[src/rtl/hazard_stall_controller_pkg.sv]
// hazard_stall_controller_pkg: shared state encoding and constants for the pipeline sequencer
package hazard_stall_controller_pkg;
   typedef enum logic [1:0] {
      RUN      = 2'd0,
      LU_STALL = 2'd1,
      MEM_WAIT = 2'd2,
      ERROR    = 2'd3
   } state_t;
   localparam logic [4:0] REG_ZERO = 5'd0;
endpackage

[src/rtl/hazard_stall_controller_if.sv]
// hazard_stall_controller_if: hazard inputs from the pipeline and the resulting stage controls
interface hazard_stall_controller_if #(
   parameter int STALL_CNT_W = 32,
   parameter int FLUSH_CNT_W = 16
);
   logic                   in_IdEx_MemRead;
   logic [4:0]             in_IdEx_RegisterRt;
   logic [4:0]             in_IfId_RegisterRs;
   logic [4:0]             in_IfId_RegisterRt;
   logic                   in_IfId_UsesRt;
   logic                   in_BranchTaken;
   logic                   in_DMem_Req;
   logic                   in_DMem_Ready;
   logic                   in_PerfClr;
   logic                   PC_Write;
   logic                   IfId_Write;
   logic                   IfId_Flush;
   logic                   IdEx_Bubble;
   logic                   Pipe_Freeze;
   logic                   Mem_Error;
   logic [STALL_CNT_W-1:0] Stall_Count;
   logic [FLUSH_CNT_W-1:0] Flush_Count;
   modport master (
      output in_IdEx_MemRead, in_IdEx_RegisterRt, in_IfId_RegisterRs, in_IfId_RegisterRt,
             in_IfId_UsesRt, in_BranchTaken, in_DMem_Req, in_DMem_Ready, in_PerfClr,
      input  PC_Write, IfId_Write, IfId_Flush, IdEx_Bubble, Pipe_Freeze, Mem_Error,
             Stall_Count, Flush_Count
   );
   modport slave (
      input  in_IdEx_MemRead, in_IdEx_RegisterRt, in_IfId_RegisterRs, in_IfId_RegisterRt,
             in_IfId_UsesRt, in_BranchTaken, in_DMem_Req, in_DMem_Ready, in_PerfClr,
      output PC_Write, IfId_Write, IfId_Flush, IdEx_Bubble, Pipe_Freeze, Mem_Error,
             Stall_Count, Flush_Count
   );
endinterface

[src/rtl/hazard_stall_controller_sat_counter.sv]
// hazard_stall_controller_sat_counter: saturating event counter with synchronous clear
module hazard_stall_controller_sat_counter #(
   parameter int WIDTH = 16
) (
   input  logic             clk,
   input  logic             reset,
   input  logic             inc,
   input  logic             clr,
   output logic [WIDTH-1:0] count
);
   // clear wins over increment; the count sticks at all-ones instead of wrapping
   always_ff @(posedge clk or posedge reset)
      if (reset)
         count <= '0;
      else if (clr)
         count <= '0;
      else if (inc && count != '1)
         count <= count + 1'b1;
endmodule

[src/rtl/hazard_stall_controller.sv]
// hazard_stall_controller: stall, bubble, flush and freeze sequencing for the 5-stage pipeline
module hazard_stall_controller
   import hazard_stall_controller_pkg::*;
#(
   parameter int MEM_TIMEOUT = 64,
   parameter int STALL_CNT_W = 32,
   parameter int FLUSH_CNT_W = 16
) (
   input logic                      clk,
   input logic                      reset,
   hazard_stall_controller_if.slave hz
);
   localparam logic [7:0] TIMEOUT = 8'(MEM_TIMEOUT);
   state_t     state, stateNext;
   logic [7:0] waitCnt, waitCntNext;
   logic       memStall, loadUse, freeze, stall, flush;
   assign memStall = hz.in_DMem_Req & ~hz.in_DMem_Ready;
   assign loadUse  = hz.in_IdEx_MemRead & (hz.in_IdEx_RegisterRt != REG_ZERO) &
                     ((hz.in_IdEx_RegisterRt == hz.in_IfId_RegisterRs) |
                      (hz.in_IfId_UsesRt & (hz.in_IdEx_RegisterRt == hz.in_IfId_RegisterRt)));
   // waitCnt counts consecutive stalled memory cycles, the entry cycle included; the cycle that
   // brings it to MEM_TIMEOUT moves to ERROR. A freeze masks load-use and branch, and the
   // LU_STALL cycle masks load-use because the bubble already sits in EX.
   always_comb begin
      stateNext   = RUN;
      waitCntNext = '0;
      freeze      = 1'b0;
      stall       = 1'b0;
      flush       = 1'b0;
      if (state == ERROR) begin
         stateNext = ERROR;
         freeze    = 1'b1;
      end else if (memStall) begin
         freeze      = 1'b1;
         waitCntNext = (state == MEM_WAIT) ? waitCnt + 8'd1 : 8'd1;
         stateNext   = (waitCntNext == TIMEOUT) ? ERROR : MEM_WAIT;
      end else if (loadUse && state != LU_STALL) begin
         stall     = 1'b1;
         stateNext = LU_STALL;
      end else
         flush = hz.in_BranchTaken;
   end
   // sequencer state and memory wait counter
   always_ff @(posedge clk or posedge reset)
      if (reset) begin
         state   <= RUN;
         waitCnt <= '0;
      end else begin
         state   <= stateNext;
         waitCnt <= waitCntNext;
      end
   assign hz.PC_Write    = ~(freeze | stall);
   assign hz.IfId_Write  = ~(freeze | stall);
   assign hz.IfId_Flush  = flush;
   assign hz.IdEx_Bubble = stall;
   assign hz.Pipe_Freeze = freeze;
   assign hz.Mem_Error   = (state == ERROR);
   hazard_stall_controller_sat_counter #(.WIDTH(STALL_CNT_W)) stallCounter (
      .clk   (clk),
      .reset (reset),
      .inc   (freeze | stall),
      .clr   (hz.in_PerfClr),
      .count (hz.Stall_Count)
   );
   hazard_stall_controller_sat_counter #(.WIDTH(FLUSH_CNT_W)) flushCounter (
      .clk   (clk),
      .reset (reset),
      .inc   (flush),
      .clr   (hz.in_PerfClr),
      .count (hz.Flush_Count)
   );
endmodule

[src/flat_wrapper.sv]
// flat-port wrapper written by rule: the top's interface ports become plain ports
module hazard_stall_controller_flat import hazard_stall_controller_pkg::*;
#(
   parameter int MEM_TIMEOUT = 64,
   parameter int STALL_CNT_W = 32,
   parameter int FLUSH_CNT_W = 16
)
  (clk, reset, hz_in_IdEx_MemRead, hz_in_IdEx_RegisterRt, hz_in_IfId_RegisterRs, hz_in_IfId_RegisterRt, hz_in_IfId_UsesRt, hz_in_BranchTaken, hz_in_DMem_Req, hz_in_DMem_Ready, hz_in_PerfClr, hz_PC_Write, hz_IfId_Write, hz_IfId_Flush, hz_IdEx_Bubble, hz_Pipe_Freeze, hz_Mem_Error, hz_Stall_Count, hz_Flush_Count);
  hazard_stall_controller_if #(.STALL_CNT_W(STALL_CNT_W), .FLUSH_CNT_W(FLUSH_CNT_W)) hz_i ();
  input logic clk;
  input logic reset;
  input wire logic [$bits(hz_i.in_IdEx_MemRead)-1:0] hz_in_IdEx_MemRead;
  input wire logic [$bits(hz_i.in_IdEx_RegisterRt)-1:0] hz_in_IdEx_RegisterRt;
  input wire logic [$bits(hz_i.in_IfId_RegisterRs)-1:0] hz_in_IfId_RegisterRs;
  input wire logic [$bits(hz_i.in_IfId_RegisterRt)-1:0] hz_in_IfId_RegisterRt;
  input wire logic [$bits(hz_i.in_IfId_UsesRt)-1:0] hz_in_IfId_UsesRt;
  input wire logic [$bits(hz_i.in_BranchTaken)-1:0] hz_in_BranchTaken;
  input wire logic [$bits(hz_i.in_DMem_Req)-1:0] hz_in_DMem_Req;
  input wire logic [$bits(hz_i.in_DMem_Ready)-1:0] hz_in_DMem_Ready;
  input wire logic [$bits(hz_i.in_PerfClr)-1:0] hz_in_PerfClr;
  output wire logic [$bits(hz_i.PC_Write)-1:0] hz_PC_Write;
  output wire logic [$bits(hz_i.IfId_Write)-1:0] hz_IfId_Write;
  output wire logic [$bits(hz_i.IfId_Flush)-1:0] hz_IfId_Flush;
  output wire logic [$bits(hz_i.IdEx_Bubble)-1:0] hz_IdEx_Bubble;
  output wire logic [$bits(hz_i.Pipe_Freeze)-1:0] hz_Pipe_Freeze;
  output wire logic [$bits(hz_i.Mem_Error)-1:0] hz_Mem_Error;
  output wire logic [$bits(hz_i.Stall_Count)-1:0] hz_Stall_Count;
  output wire logic [$bits(hz_i.Flush_Count)-1:0] hz_Flush_Count;
  assign hz_i.in_IdEx_MemRead = hz_in_IdEx_MemRead;
  assign hz_i.in_IdEx_RegisterRt = hz_in_IdEx_RegisterRt;
  assign hz_i.in_IfId_RegisterRs = hz_in_IfId_RegisterRs;
  assign hz_i.in_IfId_RegisterRt = hz_in_IfId_RegisterRt;
  assign hz_i.in_IfId_UsesRt = hz_in_IfId_UsesRt;
  assign hz_i.in_BranchTaken = hz_in_BranchTaken;
  assign hz_i.in_DMem_Req = hz_in_DMem_Req;
  assign hz_i.in_DMem_Ready = hz_in_DMem_Ready;
  assign hz_i.in_PerfClr = hz_in_PerfClr;
  assign hz_PC_Write = hz_i.PC_Write;
  assign hz_IfId_Write = hz_i.IfId_Write;
  assign hz_IfId_Flush = hz_i.IfId_Flush;
  assign hz_IdEx_Bubble = hz_i.IdEx_Bubble;
  assign hz_Pipe_Freeze = hz_i.Pipe_Freeze;
  assign hz_Mem_Error = hz_i.Mem_Error;
  assign hz_Stall_Count = hz_i.Stall_Count;
  assign hz_Flush_Count = hz_i.Flush_Count;
  hazard_stall_controller #(.MEM_TIMEOUT(MEM_TIMEOUT), .STALL_CNT_W(STALL_CNT_W), .FLUSH_CNT_W(FLUSH_CNT_W)) u_core (.clk(clk), .reset(reset), .hz(hz_i));
endmodule
[config.mk]
export PLATFORM = sky130hd
export DESIGN_NAME = hazard_stall_controller_flat
export DESIGN_NICKNAME = d
export VERILOG_FILES = /design/src/rtl/hazard_stall_controller_pkg.sv /design/src/rtl/hazard_stall_controller_if.sv /design/src/rtl/hazard_stall_controller_sat_counter.sv /design/src/rtl/hazard_stall_controller.sv /design/src/flat_wrapper.sv
export SDC_FILE = /design/constraint.sdc
export NUM_CORES = 1
export LEC_CHECK = 0
export BUFFER_PORTS_ARGS = -buffer_cell sky130_fd_sc_hd__buf_2
export CAP_MARGIN = 30
export CORE_MARGIN = 2
export CORE_UTILIZATION = 30
export DETAILED_ROUTE_END_ITERATION = 8
export PLACE_DENSITY = 0.55
export SLEW_MARGIN = 30
export SYNTH_ARGS = -nofsm -noshare
export SYNTH_HDL_FRONTEND = slang
export SYNTH_SLANG_ARGS = --single-unit
export TNS_END_PERCENT = 50
[constraint.sdc]
create_clock -name clk -period 2 [get_ports clk]
set_input_delay 0.4 -clock clk [delete_from_list [all_inputs] [get_ports clk]]
set_output_delay 0.4 -clock clk [all_outputs]
set_load 0.1 [all_outputs]
# == Word-level counts from Yosys, hierarchy flattened ==
# Index checks and enable logic that the tools add are counted.
# word_totals
out_inout_bits,54
ff_bits,58
# op_classes
reduce_logical,6
n_addsub,3
eq_ne,8
muxes,19
n_bitwise,8
# ops
cell,n
$mux 32,2
$add 32x1->32 const B,1
$mux 16,2
$ne 32x32->1 const B,1
$mux 8,3
$add 16x1->16 const B,1
$ne 16x16->1 const B,1
$eq 5x5->1,2
$mux 1,10
$add 8x1->8 const B,1
$eq 8x7->1 const B,1
$reduce_bool 5->1,1
$and 1x1->1,4
$eq 2x2->1 const B,2
$mux 2,2
$reduce_bool 2->1,2
$logic_and 1x1->1,3
$ne 2x1->1 const B,1
$not 1->1,2
$or 1x1->1,2

# == Depth between registers and ports, before layout ==
# Gate-level depths: netlist of run 1.
# logic_depth
depth_word,12
ltp_mapped,9
depth_no_buf,8

# == By module ==
# A second synthesis of run 1 with hierarchy kept.
# hier_totals
cells_unflattened,365
area_unflattened_um2,3378.2
# modules_own_cells
module,area_per_inst_um2,n_inst,seq_area_each_um2,cells_each
hazard_stall_controller_sat_counter (u_core.stallCounter),1740.4,1,800.8,186
hazard_stall_controller_sat_counter (u_core.flushCounter),932.1,1,400.4,101
hazard_stall_controller,705.7,1,250.2,78

# == Least setup slack after synthesis of run 1 ==
# OpenSTA, ideal clock, no wires.
# synth_path
path_type,flip-flop to output port
from,register u_core.state[1]
to,output port hz_IdEx_Bubble
path_slack_ns,-2.228
path_stages_with_launch,5
t_arrival_ns,3.828
required_ns,1.600
n_path_buf,0
cell_sequence,dfrtp_1 -> and2_1 -> nor2_1 -> inv_1 -> nor3_1
# synth_between
word_cells_on_any_way,6
classes_between,eq/ne: 2; mux: 3; reduce/logical: 1
# synth_rtl
item,line,source
"start, declared",hazard_stall_controller.sv:14,"state_t state, stateNext;"
"start signal, assigned",hazard_stall_controller.sv:49,state <= stateNext;
$eq 2x2->1,-,
via hz_Mem_Error,flat_wrapper.sv:26,output wire logic [$bits(hz_i.Mem_Error)-1:0] hz_Mem_Error;
$mux 1,hazard_stall_controller.sv:30,if (state == ERROR) begin
"end, declared",flat_wrapper.sv:24,output wire logic [$bits(hz_i.IdEx_Bubble)-1:0] hz_IdEx_Bubble;
# The timed path passes the listed nets, and every way through them passes these cells.

# == Worst setup path after layout of run 1 ==
# layout_path
from,input port hz_in_IdEx_RegisterRt[4]
to,output port hz_IfId_Flush
# layout_between
elab_chain_cells,8
word_cells_on_any_way,11
classes_between,eq/ne: 2; mux: 3; bitwise: 4; reduce/logical: 2
# layout_rtl
item,line,source
"start, declared",flat_wrapper.sv:13,input wire logic [$bits(hz_i.in_IdEx_RegisterRt)-1:0] hz_in_IdEx_RegisterRt;
$eq 5x5->1,hazard_stall_controller.sv:20,(hz.in_IfId_UsesRt & (hz.in_IdEx_RegisterRt == hz.in_IfId_RegisterRt)));
$and 1x1->1,hazard_stall_controller.sv:20,
$or 1x1->1,hazard_stall_controller.sv:19,((hz.in_IdEx_RegisterRt == hz.in_IfId_RegisterRs) |
$and 1x1->1 *,hazard_stall_controller.sv:18,assign loadUse = hz.in_IdEx_MemRead & (hz.in_IdEx_RegisterRt != REG_ZERO) &
$logic_and 1x1->1 *,hazard_stall_controller.sv:37,end else if (loadUse && state != LU_STALL) begin
$mux 1 *,hazard_stall_controller.sv:37,
$mux 1 *,hazard_stall_controller.sv:33,end else if (memStall) begin
$mux 1 *,hazard_stall_controller.sv:30,
"end, declared",flat_wrapper.sv:23,output wire logic [$bits(hz_i.IfId_Flush)-1:0] hz_IfId_Flush;
# Mark *: on every way between the ends. The rest lies on a longest branch, timed or not.

==> results of run 1 <==
what timing repair did:
action,in CTS,in global routing
pin swaps,6,15
gates resized for setup,10,25
buffers inserted,4,4
setup endpoints to repair,5,35
kinds of logic after synthesis:
logic type	after synthesis	share of synthesized area, %
AND/OR/NAND/NOR	192	30.6
adder cells (fa/ha/maj)	3	1.16
multiplexers	2	0.660
flip-flops	58	45.0
AO/OA/AOI/OAI	26	5.43
XOR/XNOR	51	13.9
buffers and inverters	20	3.26
worst max path at each step:
stage | to | startpoint | cells after the start | slack [ns]
CTS | hz_IfId_Flush | hz_in_IdEx_RegisterRt[4] | 8 | -0.21
floorplan | hz_IdEx_Bubble | u_core.state[0] | 4 | -0.62
detailed placement | u_core.stallCounter.count[19] | hz_in_IdEx_RegisterRt[4] | 10 | -0.30
finish | hz_IfId_Flush | hz_in_IdEx_RegisterRt[4] | 8 | -0.19
global placement | hz_IfId_Flush | hz_in_IdEx_RegisterRt[0] | 8 | -0.25
global route | hz_IfId_Flush | u_core.state[0] | 7 | -0.22
cells in the mapped netlist, drive strengths merged:
| library cell | number | area share, % |
|---|---|---|
| nor4b | 1 | 0.27 |
| or3 | 6 | 1.2 |
| and4 | 2 | 0.54 |
| ha | 3 | 1.2 |
| nor3b | 1 | 0.23 |
| a21oi | 10 | 1.6 |
| a31o | 2 | 0.54 |
| a211o | 1 | 0.27 |
| or2 | 1 | 0.19 |
| nor2b | 5 | 0.97 |
| clkbuf | 5 | 0.58 |
| nand2b | 2 | 0.39 |
| nand3 | 32 | 5.1 |
| o21ai | 6 | 0.93 |
| o31a | 1 | 0.27 |
| nand4 | 17 | 3.3 |
| inv | 8 | 0.93 |
| nor2 | 57 | 6.6 |
| and3 | 11 | 2.1 |
| nand3b | 1 | 0.23 |
| o221ai | 1 | 0.47 |
| nor3 | 17 | 3.1 |
| xnor2 | 25 | 6.8 |
| xor2 | 26 | 7.1 |
| nand2 | 26 | 3.3 |
| clkinv | 1 | 0.50 |
| dfrtp | 58 | 45 |
| nor4 | 5 | 1.2 |
| and2b | 1 | 0.27 |
| mux2i | 1 | 0.31 |
| or4 | 2 | 0.47 |
| nor4bb | 1 | 0.31 |
| mux2 | 1 | 0.35 |
| buf | 6 | 1.2 |
| o21a | 2 | 0.70 |
| and2 | 4 | 0.78 |
| a21o | 3 | 0.70 |
per-stage QoR:
stage	cells	hold WS, ns	setup TNS (ns)	power [mW]
2_1_floorplan	352	0.532	-5.78	1.47
3_3_place_gp	600	0.406	-6.49	1.59
3_5_place_dp	600	0.413	-8.48	1.59
4_1_cts	620	0.0179	-0.899	2.62
5_1_grt	624	0.0420	-2.87	2.71
6_report	624	0.0227	-0.794	2.58
metal layers:
metal	GRT usage (%)	share of wire, %	wire length (um)
met5	0	0	0
met4	5.77	1.6	138
met3	5.39	6.0	525
met2	25.8	48	4180
met1	20.4	44	3890
flip-flops by register name, summed over array words and instances, names as in the netlist:
signal,flops
u_core.state,2
u_core.stallCounter.count,32
u_core.flushCounter.count,16
u_core.waitCnt,8
layout make-up:
type,instances,area share [%]
sequential,58,32.2
multi-input combinational,274,39.1
clock inverter,3,0.320
inverter,9,1.12
timing repair buffer,131,20.2
tap,136,3.63
clock buffer,13,3.39
power by group through the flow:
| stage | combinational (mW) | sequential (mW) | clock [mW] |
|---|---|---|---|
| after floorplan | 0.195 | 1.27 | 0 |
| after global placement | 0.371 | 1.22 | 0 |
| after detailed placement | 0.376 | 1.22 | 0 |
| after CTS | 0.391 | 1.20 | 1.03 |
| after global routing | 0.430 | 1.20 | 1.09 |
| final | 0.399 | 1.20 | 0.986 |
==> metrics.csv, run 1 <==
metric;value;unit
layout_common_cells;buf_2, nor2_1, dfrtp_2;
tritoncts;built;
ys_ff_latch;58;
grt_pass1_wl;14.6;mm
seq_area_frac_synth;45.0;%
wl_per_cell;14.0;um
rsz0062_at_grt;true;
num_rows;37;
vdd_drop_max;0.000259;V
syn_area;3220;um^2
design_area;4690;um^2
place_hpwl;6.38;mm
worstSetupPathType;input port to output port;
syn_to_final_growth;45.4;%
vias;3006;
outcome;finished, violations left;
grt_overflow_total;0;
slowest_delay;0.54;ns
worstSetupStartpointType;input port;
cts_max_level;3;
clock.fmax;0.457;GHz
io_buffers;76;
routed_wl;8.73;mm
grt_pass1_vias;2941;
synth_fp_nets;378;
critPathBufInv;3;
combPwrFrac;15.5;%
seq_area;1510;um^2
cp.arrival;1.79;ns
end_kind;output port;
avgSynthCellArea;9.16;um^2
utilization;45.2;%
layout_setup_ws;-0.186;ns
pwr-share-clk;38.2;%
hold_violations;0;
die_x;108;um
cts_made_buffers;9;
cts_buffer_depth;2;
maxSlewViolCount;0;
worstPathMaxFanout;3;
postPlaceCellArea;4300;um^2
die-height;108;um
cts_root_buffer;clkbuf_8;
min_period;2.19;ns
via_per_inst;4.82;
p_int;1.84;mW
io_pins;77;
reg2reg_depth;7;
drc;0;
start_util;31.1;%
grtUsageTotal;16.2;%
core;10400;um^2
firstDrtPassIters;4;
ant_nets;0;
slowest_stage;or4_4;
power-per-cell-area;551;nW/um^2
layout_commonest_cell;buf_2;
slew_headroom;66.6;%
rr_endpoint;u_core.stallCounter.count[23];
worst_slew_pin_slew;0.497;ns
synthCells;352;
worst_skew_pair.late_latency;0.36;ns
ys_warn_count;0;
ys_types;44;
diodes;0;
crit_chain;buf_8 > or4_4 > o221ai_4 > nand2_2 > o21a_4 > clkinv_8 > and2_4 > buf_12;
nNetsFinal;509;
ff2ff_setup_slack;-0.07;ns
cp.required;1.60;ns
n_fill_cell;1047;
fin_crit_sh;109;%
multi_input_area;1830;um^2
drv_cap;0;
timing.rr.start;u_core.stallCounter.count[13];
setup-violations-final;12;
clk_pin_slew_worst_paths;0.07;ns
grt_max_degree;44;
drive_gt1_share;47.7;%
critPathTopFamily;simple AND/OR/NAND/NOR gates;
holdCritPathClass;input port to async pin;
power_frac_seq;46.3;%
post-place-ws;-0.297;ns
swShare;28.7;%
place.gp.congestion;0.856;
fin_skew;0.0125;ns
first_iter_violations;98;
cts_hold_buf;0;
p_sw;740;uW
die_area;11600;um^2
antenna_found_initial;0;
cts.sinks;58;
p_leak;2.08;nW
violations;negative setup slack;
No activity file was read; power rests on OpenSTA's default activity.
==> run 2, diff against run 1 <==
Settings changed: ABC_AREA from default to 1, PLACE_DENSITY 0.55 to default.
==> run 2 against run 1 <==
  * The flow now finishes without violations
  * Clock-buffer cell count is 1 higher
  * Via count is 47% higher
  * Area after synthesis is 33% higher
  * Worst hold slack better by 0.10 ns
  * Fmax is 13% higher
  * Routed wire length is 33% higher
  * Combinational power is 17% higher
  * Sequential share of layout area is 4.8 points lower
  * Critical endpoint unchanged
  * Largest cell class unchanged
==> metrics.csv, run 2 <==
metric;value;unit;change
cts.sinks;58;;unchanged
largest_registers;u_core.stallCounter.count (32), u_core.flushCounter.count (16), u_core.waitCnt (8);;unchanged
wl_per_cell;12.4;um;was 14.0 um
setup-violations-final;0;;was 12
async_reset_ff_share;100;%;unchanged
via_per_inst;4.69;;was 4.82
hold_ws;0.124;ns;was 0.0227 ns
grt_max_degree;59;;was 44
vdd_drop_max;0.000356;V;was 0.000259 V
fin_skew;0.00981;ns;was 0.0125 ns
die_x;123;um;was 108 um
die_area;15200;um^2;was 11600 um^2
worstSetupStartpointType;flip-flop;;was input port
vias;4408;;was 3006
worst_slew_pin_slew;0.500;ns;was 0.497 ns
pwr-share-clk;48.1;%;was 38.2%
ys_warn_count;0;;unchanged
ys_ff_latch;58;;unchanged
worstSetupPathType;flip-flop to output port;;was input port to output port
p_leak;2.78;nW;was 2.08 nW
grt_overflow_total;0;;unchanged
cp.required;1.60;ns;about the same
holdCritPathClass;input port to async pin;;unchanged
synth_commonest_cells;nand2_1, nor2_1, inv_1;;was dfrtp_1, nor2_1, nand3_1
antenna_found_initial;0;;unchanged
layout_commonest_cell;nand2_1;;was buf_2
p_int;2.35;mW;was 1.84 mW
min_period;1.93;ns;was 2.19 ns
reg2reg_depth;9;;was 7
firstDrtPassIters;5;;was 4
cts_made_buffers;9;;unchanged
utilization;38.8;%;was 45.2%
grt_pass1_vias;3963;;was 2941
tritoncts;built;;unchanged
clk_pin_slew_worst_paths;0.05;ns;was 0.07 ns
clock.fmax;0.518;GHz;was 0.457 GHz
largest_reg_flops;32;;unchanged
synth_edf_count;0;;unchanged
swShare;27.4;%;was 28.7%
n_fill_cell;1500;;was 1047
maxSlewViolCount;0;;unchanged
drive_gt1_share;21.2;%;was 47.7%
syn_to_final_growth;26.3;%;was 45.4%
outcome;finished, final reports clean;;was finished, violations left
end_kind;output port;;unchanged
ys_types;29;;was 44
drc;0;;unchanged
synth-main-ff-cell;dfrtp_1;;unchanged
nNetsFinal;780;;was 509
combPwrFrac;14.4;%;was 15.5%
synth_fp_nets;703;;was 378
layout_common_cells;nand2_1, nor2_1, inv_1;;was buf_2, nor2_1, dfrtp_2
place.gp.congestion;0.893;;was 0.856
place_hpwl;8.53;mm;was 6.38 mm
ff2ff_setup_slack;0.13;ns;was -0.07 ns
post-place-ws;-0.0111;ns;was -0.297 ns
io_buffers;76;;unchanged
yosysTopAreaCell;dfrtp_1;;unchanged
ant_nets;0;;unchanged
regMostFlops;u_core.stallCounter.count;;unchanged
grt_pass1_wl;19.5;mm;was 14.6 mm
start_util;30.7;%;was 31.1%
slew_headroom;66.9;%;was 66.6%
rr_endpoint;u_core.stallCounter.count[27];;was u_core.stallCounter.count[23]
cts_max_level;3;;unchanged
cp.arrival;1.53;ns;was 1.79 ns
synthCells;677;;was 352
power_frac_seq;37.5;%;was 46.3%
routed_wl;11.7;mm;was 8.73 mm
hold_violations;0;;unchanged
timing.rr.start;u_core.stallCounter.count[1];;was u_core.stallCounter.count[13]
diodes;0;;unchanged
drv_cap;0;;unchanged
syn_area;4280;um^2;was 3220 um^2
die-height;123;um;was 108 um
core;13900;um^2;was 10400 um^2
cts_hold_buf;0;;unchanged
yosys-top-cells-area;dfrtp_1, nand2_1, nand3_1, nor2_1, inv_1;;was dfrtp_1, xor2_1, xnor2_1, nor2_1, nand3_1
layout_setup_ws;0.0707;ns;was -0.186 ns
grtUsageTotal;16.3;%;was 16.2%
num_rows;43;;was 37
seq_area_frac_synth;33.9;%;was 45.0%
power-per-cell-area;598;nW/um^2;was 551 nW/um^2
cts_buffer_depth;2;;unchanged
worst_skew_pair.late_latency;0.33;ns;was 0.36 ns
first_iter_violations;327;;was 98
synth_top_area_share;33.9;%;was 45.0%
io_pins;77;;unchanged
yosysMostFrequentCell;nand2_1;;was dfrtp_1
worstPathMaxFanout;3;;unchanged
p_sw;887;uW;was 740 uW
fin_crit_sh;96.5;%;was 109%
cts_root_buffer;clkbuf_16;;was clkbuf_8
avgSynthCellArea;6.33;um^2;was 9.16 um^2
-- run 2: how the worst max path moves through the flow --
stage,startpoint,end,cells after the start
after global routing,u_core.state[1],hz_IdEx_Bubble,8
after detailed placement,hz_in_IdEx_RegisterRt[1],u_core.stallCounter.count[9],13
after floorplan,u_core.state[0],hz_IdEx_Bubble,5
after global placement,hz_in_IdEx_RegisterRt[1],u_core.stallCounter.count[9],13
final,u_core.state[0],hz_IfId_Flush,6
after CTS,u_core.state[0],hz_IdEx_Bubble,6
-- run 2: power by group through the flow --
| stage | sequential (mW) | clock, mW | combinational (mW) |
|---|---|---|---|
| 2_1_floorplan | 1.32 | 0 | 0.248 |
| 3_3_place_gp | 1.23 | 0 | 0.461 |
| 3_5_place_dp | 1.24 | 0 | 0.464 |
| 4_1_cts | 1.22 | 1.60 | 0.466 |
| 5_1_grt | 1.22 | 1.66 | 0.507 |
| 6_report | 1.21 | 1.56 | 0.466 |
-- run 2: metrics by stage --
stage	power, mW	std cells	cell area, um^2	TNS (ns)
finish	3.24	939	5410	0
floorplan	1.57	677	4420	-9.49
global route	3.38	939	5410	-0.00462
detailed placement	1.70	922	5080	-0.0485
global placement	1.70	922	5080	0
CTS	3.28	938	5380	-0.00785
-- run 2: area by class of cell --
| class | instances | area [um^2] | area share [%] |
|---|---|---|---|
| Multi-Input combinational cell | 509 | 2470 | 45.6 |
| Tap cell | 180 | 225 | 4.16 |
| Clock inverter | 2 | 35.0 | 0.648 |
| Clock buffer | 14 | 264 | 4.88 |
| Inverter | 88 | 338 | 6.24 |
| Timing Repair Buffer | 88 | 596 | 11.0 |
| Sequential cell | 58 | 1490 | 27.5 |
-- run 2: worst max-delay path: stages (launching register included) --
cell,delay [ns]
dfrtp_1,0.40
nand2_2,0.10
clkinvlp_4,0.13
nor2_4,0.16
nand2_4,0.09
nor2_4,0.14
buf_12,0.18
-- run 2: layer usage --
metal | part of all wire (%) | GRT usage [%]
met1 | 49 | 23.3
met2 | 45 | 24.7
met3 | 4.1 | 2.31
met4 | 2.1 | 6.53
met5 | 0 | 0
-- run 2: logic make-up after synthesis --
kind of cell               after synthesis  synth area share, %
and+or+nand+nor                        476                 48.9
buffers and inverters                  110                 10.7
DFF                                     58                 33.9
xor gates and xnor gates                23                 4.70
AOI/OAI and AO/OA                        7                0.935
adders and majority gates                3                0.877
-- run 2: repair_timing --
item | in CTS | in global routing
setup buffers | 0 | 1
gates resized for setup | 1 | 6
pin swaps | 0 | 1
endpoints found under the setup margin | 3 | 11
==> run 3, diff against run 2 <==
--- a/constraint.sdc
+++ b/constraint.sdc
@@ -3,2 +3,2 @@
 set_output_delay 0.4 -clock clk [all_outputs]
-set_load 0.1 [all_outputs]
+set_load 0.005 [all_outputs]
==> run 3 against run 2 <==
  * First-iteration DRC count decreased by 17%
  * Die area unchanged
  * Sequential share of layout area is 0.47 points lower
  * Global-route usage up 0.65 points
  * Highest routed layer unchanged
  * Setup slack improved by 0.059 ns
  * Worst hold slack got worse by 0.063 ns
  * Critical path type unchanged
  * Utilization down 0.22 points
==> metrics.csv, run 3 (synthesis results as in run 2) <==
metric;value;unit;change
cts_made_buffers;9;;unchanged
io_buffers;76;;unchanged
end_kind;output port;;unchanged
io_pins;77;;unchanged
seq_area;1450;um^2;was 1490 um^2
multi_input_area;2390;um^2;was 2470 um^2
core;13900;um^2;unchanged
n_fill_cell;1491;;was 1500
die_area;15200;um^2;unchanged
vias;4486;;was 4408
ant_nets;0;;unchanged
rsz0062_at_grt;false;;
largest_registers;u_core.stallCounter.count (32), u_core.flushCounter.count (16), u_core.waitCnt (8);;unchanged
cp.required;1.60;ns;about the same
worstSetupPathType;flip-flop to output port;;unchanged
critPathTopFamily;simple AND/OR/NAND/NOR gates;;unchanged
vdd_drop_max;0.000354;V;was 0.000356 V
routed_wl;12.0;mm;was 11.7 mm
clk_pin_slew_worst_paths;0.05;ns;about the same
grt_pass1_wl;20.3;mm;was 19.5 mm
layout_common_cells;nand2_1, nor2_1, inv_1;;unchanged
total_power;3.36;mW;was 3.24 mW
holdCritPathClass;input port to async pin;;unchanged
cts_buffer_depth;2;;unchanged
diodes;0;;unchanged
syn_to_final_growth;25.6;%;was 26.3%
timing.rr.start;u_core.flushCounter.count[1];;was u_core.stallCounter.count[1]
crit_chain;nand2_1 > inv_1 > nor2_1 > inv_1 > nor2_1 > buf_2;;was nand2_2 > clkinvlp_4 > nor2_4 > nand2_4 > nor2_4 > buf_12
fin_skew;0.00776;ns;was 0.00981 ns
layout_commonest_cell;nand2_1;;unchanged
critPathBufInv;3;;was 2
first_iter_violations;272;;was 327
min_period;1.87;ns;was 1.93 ns
firstDrtPassIters;5;;unchanged
drv_cap;0;;unchanged
grt_max_degree;35;;was 59
largest_reg_flops;32;;unchanged
hold_ws;0.0611;ns;was 0.124 ns
slowest_delay;0.39;ns;was 0.40 ns
hold_violations;0;;unchanged
cts_max_level;3;;unchanged
antenna_found_initial;0;;unchanged
worstSetupStartpointType;flip-flop;;unchanged
die-height;123;um;unchanged
maxSlewViolCount;0;;unchanged
start_util;30.7;%;unchanged
tritoncts;built;;unchanged
clock.fmax;0.535;GHz;was 0.518 GHz
drive_gt1_share;17.5;%;was 21.2%
grtUsageTotal;17.0;%;was 16.3%
drc;0;;unchanged
worst_skew_pair.late_latency;0.33;ns;about the same
cts_hold_buf;0;;unchanged
setup-violations-final;0;;unchanged
die_x;123;um;unchanged
ff2ff_setup_slack;0.20;ns;was 0.13 ns
outcome;finished, final reports clean;;unchanged
worst_slew_pin_slew;0.424;ns;was 0.500 ns
power-per-cell-area;624;nW/um^2;was 598 nW/um^2
rr_endpoint;u_core.flushCounter.count[9];;was u_core.stallCounter.count[27]
place.gp.congestion;0.889;;was 0.893
num_rows;43;;unchanged
via_per_inst;4.71;;was 4.69
slew_headroom;71.7;%;was 66.9%
cp.arrival;1.47;ns;was 1.53 ns
grt_pass1_vias;4109;;was 3963
p_leak;2.89;nW;was 2.78 nW
cts_root_buffer;clkbuf_16;;unchanged
regMostFlops;u_core.stallCounter.count;;unchanged
place_hpwl;9.02;mm;was 8.53 mm
slowest_stage;dfrtp_1;;unchanged
finalSetupTns;0;ns;unchanged
wl_per_cell;12.6;um;was 12.4 um
fin_crit_sh;93.5;%;was 96.5%
worstPathMaxFanout;4;;was 3
cts.sinks;58;;unchanged
reg2reg_depth;10;;was 9
grt_overflow_total;0;;unchanged
nNetsFinal;794;;was 780
==> run 3: changes by cell type in the layout (fill, tap and decap cells not counted), moves of 4 or more <==
cell and change:
buf_2 +5, buf_4 +13, dfrtp_1 +27, nand3_2 -4
inv_1 +4, nand3_1 +5, dfrtp_2 -27, buf_12 -5
==> run 3: what timing repair did <==
action	in CTS	in global routing
resized for setup	0	4
setup endpoints to repair	0	37
setup buffers	0	0
==> run 3: how the worst max path moves through the flow <==
stage | start | end | slack (ns) | cells past startpoint
floorplan | reset | u_core.flushCounter.count[0] | 0.17 | 1
global placement | hz_in_IdEx_RegisterRt[3] | u_core.stallCounter.count[15] | 0.06 | 12
detailed placement | hz_in_IdEx_RegisterRt[3] | u_core.stallCounter.count[11] | 0.05 | 12
CTS | u_core.state[1] | hz_IfId_Flush | 0.10 | 8
global route | u_core.flushCounter.count[1] | u_core.flushCounter.count[1] | 0.009 | 10
finish | u_core.state[0] | hz_IdEx_Bubble | 0.13 | 6
==> run 3: layout make-up <==
class	count	area share (%)
clock inverter	4	1.81
inverter	88	6.14
tap	180	4.19
clock buffer	12	4.77
sequential	58	27.0
multi-input combinational	509	44.4
timing repair buffer	102	11.7
==> run 3: per-stage QoR <==
| stage | utilization [%] | std cells | area [um^2] | setup WS, ns |
|---|---|---|---|---|
| global route | 38.6 | 953 | 5380 | 0.00869 |
| CTS | 38.5 | 953 | 5360 | 0.104 |
| finish | 38.6 | 953 | 5380 | 0.130 |
| global placement | 35.9 | 937 | 5010 | 0.0576 |
| floorplan | - | 677 | 4280 | 0.172 |
| detailed placement | 35.9 | 937 | 5010 | 0.0470 |
==> run 3: routing by layer <==
metal  up-vias  GRT usage (%)  part of all wire, %
met5         -              0                    0
met4         0           6.04                  1.7
met3        16           2.77                  5.1
met2       110           25.4                   43
met1      2044           24.5                   50
li1       2316              -                    -
==> run 3: worst register-to-register path, cell delays in order (launching register included) <==
cell     delay [ns]
dfrtp_1        0.36
ha_2           0.21
nand2_1        0.10
nor2_2         0.15
nand2_1        0.12
nor2_4         0.13
nand4_1        0.15
nand3_2        0.18
nand2_4        0.14
nand2_1        0.10
nand2_1        0.05
==> run 3: power by group <==
part / total (mW) / internal (mW) / switching, mW
clock: 1.84 / 1.28 / 0.559
combinational: 0.312 / 0.110 / 0.203
sequential: 1.20 / 1.19 / 0.0100
total: 3.36 / 2.58 / 0.772
